==> config.mk <==
export PLATFORM = sky130hd
export DESIGN_NAME = ctrl_2mhz
export DESIGN_NICKNAME = d
export VERILOG_FILES = /design/src/rtl/ctrl_2mhz.sv
export SDC_FILE = /design/constraint.sdc
export NUM_CORES = 1
export LEC_CHECK = 0
export BUFFER_PORTS_ARGS = -buffer_cell sky130_fd_sc_hd__buf_2
export CAP_MARGIN = 5
export CORE_ASPECT_RATIO = 0.8
export CORE_UTILIZATION = 35
export DETAILED_ROUTE_END_ITERATION = 10
export PLACE_DENSITY = 0.53
export SLEW_MARGIN = 20
export SYNTH_ARGS = -nofsm -noshare
export SYNTH_HDL_FRONTEND = slang
export SYNTH_SLANG_ARGS = --single-unit
==> constraint.sdc <==
create_clock -name clk -period 5 [get_ports clk]
set_input_delay 1.25 -clock clk [delete_from_list [all_inputs] [get_ports clk]]
set_output_delay 1.25 -clock clk [all_outputs]
set_load 0.05 [all_outputs]
==> src/rtl/ctrl_2mhz.sv <==
// Read-domain controller for the temperature-packet path: drains FIFO bytes,
// averages each group of four and writes the result to packet RAM, top-down.
//   state | meaning
//   IDLE  | wait for FIFO not empty (only place fifo_empty is looked at)
//   RD    | single-cycle FIFO read strobe
//   CAP   | registered FIFO data valid; accumulate, or finish the group
//   WR    | single-cycle RAM write, address/data stable
//   DEC   | step RAM address down, wrapping to START_ADDR
module ctrl_2mhz #(
    parameter int          ADDR_W     = 11,
    parameter int unsigned START_ADDR = 2**ADDR_W - 1
) (
    input  logic              clk,
    input  logic              reset_n,
    input  logic              fifo_empty,
    input  logic [7:0]        fifo_rd_data,
    output logic              fifo_rd,
    output logic              ram_wr_n,
    output logic [ADDR_W-1:0] ram_addr,
    output logic [7:0]        ram_data,
    output logic [1:0]        byte_cnt
);

    localparam logic [ADDR_W-1:0] START = ADDR_W'(START_ADDR);

    typedef enum logic [2:0] {
        S_IDLE,
        S_RD,
        S_CAP,
        S_WR,
        S_DEC
    } state_e;

    state_e            state_q, state_d;
    logic [9:0]        acc_q, acc_d;
    logic [1:0]        cnt_q, cnt_d;
    logic [ADDR_W-1:0] addr_q, addr_d;
    logic [7:0]        data_q, data_d;
    logic [9:0]        sum;

    always_ff @(posedge clk or negedge reset_n) begin
        if (!reset_n) begin
            state_q <= S_IDLE;
            acc_q   <= '0;
            cnt_q   <= '0;
            addr_q  <= START;
            data_q  <= '0;
        end else begin
            state_q <= state_d;
            acc_q   <= acc_d;
            cnt_q   <= cnt_d;
            addr_q  <= addr_d;
            data_q  <= data_d;
        end
    end

    always_comb begin
        state_d = state_q;
        acc_d   = acc_q;
        cnt_d   = cnt_q;
        addr_d  = addr_q;
        data_d  = data_q;
        sum     = acc_q + {2'b00, fifo_rd_data};
        case (state_q)
            S_IDLE: begin
                if (!fifo_empty) state_d = S_RD;
            end
            S_RD: begin
                state_d = S_CAP;
            end
            S_CAP: begin
                if (cnt_q == 2'd3) begin
                    // Truncating divide by four of the full 10-bit group sum
                    data_d  = sum[9:2];
                    acc_d   = '0;
                    cnt_d   = '0;
                    state_d = S_WR;
                end else begin
                    acc_d   = sum;
                    cnt_d   = cnt_q + 2'd1;
                    state_d = S_IDLE;
                end
            end
            S_WR: begin
                state_d = S_DEC;
            end
            S_DEC: begin
                addr_d  = (addr_q == '0) ? START : addr_q - ADDR_W'(1);
                state_d = S_IDLE;
            end
            default: begin
                state_d = S_IDLE;
            end
        endcase
    end

    // Strobes decode registered state only, so reset releases them at once
    assign fifo_rd  = (state_q == S_RD);
    assign ram_wr_n = (state_q != S_WR);
    assign ram_addr = addr_q;
    assign ram_data = data_q;
    assign byte_cnt = cnt_q;

endmodule
==> flow_metrics.py <==
metrics = {
    "sta": {
        "hold_viol": 0,
        "relSlewSlack_pct": 50.6,
        "max_freq_ghz": 0.364,
        "rsz0062_at_grt": "false",
        "setup_viol": 0,
        "fin_crit_sh_pct": 55.0,
        "fin_tns_setup_ns": 0,
        "drv_slew": 0,
        "skew_ns": 0.00682,
        "max_slew.worst_pin.slew_ns": 0.741,
        "fin_crit_ns": 2.75,
    },
    "yosys": {
        "async_reset_ff_share_pct": 100,
        "synth-edff-count": 0,
        "synth_seq_cells": 34,
        "synth_top_area_share_pct": 32.1,
        "synthCells": 173,
        "netlist_area_sq_um": 1790,
        "synth_warnings": 0,
        "synth.area.top_cells": "dfrtp_1 32%, dfstp_2 16%, ha_1 7.0%",
        "synth_cell_type_count": 43,
        "yosys.cell_count.top_type": "nand2_1",
        "synth_fp_nets": 195,
        "avgSynthCellArea_sq_um": 10.4,
        "ys_top_cells_by_count": "25 x nand2_1, 23 x dfrtp_1, 13 x o21ai_0, 11 x dfstp_2, 10 x ha_1",
        "synth_top_cell_by_area": "dfrtp_1",
        "synth_ff_type": "dfrtp_1",
        "ys_seq_area_share_pct": 48.2,
    },
    "routing": {
        "vias": 1324,
        "post_drt_via_cell_ratio": 4.90,
        "postRouteAntennaNets": 0,
        "wl_per_cell_um": 13.3,
        "drt_iter0_markers": 62,
        "drc": 0,
        "first_pass_iters": 4,
        "routed_wirelength_um": 3600,
    },
    "die": {
        "core-area_sq_um": 4760,
        "die_w_um": 82.1,
        "die_h_um": 66.0,
        "io_pins": 34,
        "row_count": 22,
        "dieArea_sq_um": 5420,
        "start_util_pct": 37.7,
    },
    "grt": {
        "antenna_found_initial": 0,
        "grt_overflow_total": 0,
        "grt_pass1_wl_um": 6380,
        "grt_max_degree": 35,
        "grt_pass1_vias": 1319,
        "grt_usage_pct": 16.1,
    },
    "placement": {
        "place_congestion": 0.746,
        "placed_cells": 262,
        "numPortBuffers": 33,
        "post-dp-hpwl_um": 2680,
    },
    "clock_network": {
        "cts_tree": "built",
        "clock_latency_ns": 0.28,
        "cts_root_buf": "clkbuf_8",
        "cts_setup_buffers": 0,
        "clockBufferDepth": 2,
        "numCtsBuffers": 5,
        "ctsHtreeMaxLevel": 2,
        "cts_hold_buf": 0,
        "ctsResizeCount": 0,
        "clkSinkCount": 34,
        "clk_pin_slew_ns": 0.07,
    },
    "setup_path": {
        "cp.required_ns": 5.19,
        "startpoint_type": "primary input",
        "cp_slowest_cell": "or4_1",
        "reg2reg_slack_ns": 2.89,
        "crit_fanout": 3,
        "critical_path_class": "primary input to flip-flop",
        "critPathMaxStageDelay_ns": 0.46,
        "worstPathArrival_ns": 2.94,
        "r2r_cells": 4,
        "path_cells": "buf_2 > ha_1 > inv_1 > fa_1 > nor2b_1 > o31a_1 > nor2_1 > or4_1 > o211ai_1",
        "worst_setup_path_end_kind": "flip-flop",
    },
    "hold_path": {
        "holdCritPathClass": "flip-flop to flip-flop",
        "hold_depth": 2,
    },
    "cells_and_area": {
        "nNetsFinal": 231,
        "fin_cells": 270,
        "syn2layout_area_growth_pct": 16.3,
        "finalCoreUtilization_pct": 43.8,
        "fillers": 479,
        "final_layout_size_suffix_gt1_share_pct": 28.6,
        "diodes": 0,
    },
    "run": {
        "drv_cap": 0,
    },
    "status": {
        "outcome": "complete, no violations",
    },
}
==> metrics by stage <==
| stage | hold slack [ns] | cell area, sq um | worst slack, ns |
|---|---|---|---|
| CTS | 0.481 | 2090 | 2.26 |
| floorplan | 0.453 | 1790 | 2.08 |
| global route | 0.512 | 2090 | 2.17 |
| detailed placement | 0.466 | 2000 | 1.96 |
| finish | 0.475 | 2090 | 2.25 |
| global placement | 0.459 | 2000 | 2.01 |
==> cell usage in the layout (no fill, tap or decap), types with 2 or more instances in the layout <==
master	Yosys	final
dfstp_2	11	11
a22o_1	2	2
clkbuf_8	0	5
dfrtp_1	23	23
nor3_2	2	2
o31ai_1	3	3
or3_1	3	3
a21oi_1	5	5
o21ai_0	13	13
nand3_1	3	3
a31oi_1	2	2
xor2_1	8	8
nor2_1	9	9
inv_1	8	8
ha_1	10	10
nand2_1	25	25
clkinv_2	0	2
buf_2	0	33
nor3_1	4	4
o211ai_1	2	2
xnor2_1	9	9
mux2_2	3	3
a21o_1	3	3
==> critical path: cells and delay by family <==
| kind | cells | cell delay (ns) |
|---|---|---|
| and+or+nand+nor | 3 | 0.70 |
| buffers and inverters | 2 | 0.14 |
| adders and majority gates | 2 | 0.57 |
| AOI/OAI and AO/OA | 2 | 0.27 |
==> state kept, by name (all words and copies together) (netlist names) <==
register	flops
acc_q	10
byte_cnt	2
ram_addr	11
ram_data	8
state_q	3
==> layout make-up <==
cell class | count | area [sq um] | area share (%)
sequential | 34 | 865 | 41.4
inverter | 9 | 33.8 | 1.62
timing repair buffer | 33 | 165 | 7.91
multi-input combinational | 126 | 866 | 41.5
clock buffer | 6 | 72.6 | 3.48
tap | 60 | 75.1 | 3.60
clock inverter | 2 | 10.0 | 0.480
==> worst paths after layout <==
path	endpoint	startpoint
setup reg to reg	ram_data[6]$_DFFE_PN0P_	byte_cnt[0]$_DFFE_PN0N_
setup / recovery	ram_data[6]$_DFFE_PN0P_	fifo_rd_data[0]
hold reg to reg	ram_data[0]$_DFFE_PN0P_	ram_data[0]$_DFFE_PN0P_
max in group asynchronous	ram_data[1]$_DFFE_PN0P_	reset_n
hold / removal	ram_data[0]$_DFFE_PN0P_	ram_data[0]$_DFFE_PN0P_
min in group asynchronous	ram_data[5]$_DFFE_PN0P_	reset_n
==> layer usage <==
metal / wire length [um] / global-route usage (%) / vias up / part of all wire (%)
li1: - / - / 676 / -
met1: 1820 / 23.0 / 615 / 51
met2: 1500 / 21.7 / 31 / 42
met3: 251 / 6.62 / 2 / 7.0
met4: 22 / 5.26 / 0 / 0.61
met5: 0 / 0 / - / 0
==> cells by family (layout without fill, tap and decap cells) <==
group / after synthesis / in the layout / share of synthesized area [%]
multiplexers: 3 / 3 / 1.88
adder cells (fa/ha/maj): 11 / 11 / 8.09
AND/OR/NAND/NOR: 56 / 56 / 15.7
XOR/XNOR: 17 / 17 / 8.30
flip-flops: 34 / 34 / 48.2
AO/OA/AOI/OAI: 39 / 39 / 14.3
buffers and inverters: 13 / 50 / 3.56
Power is left out: the tool's default activity adds up to more than one toggle a clock period on the data nets, which glitch-free logic cannot reach.
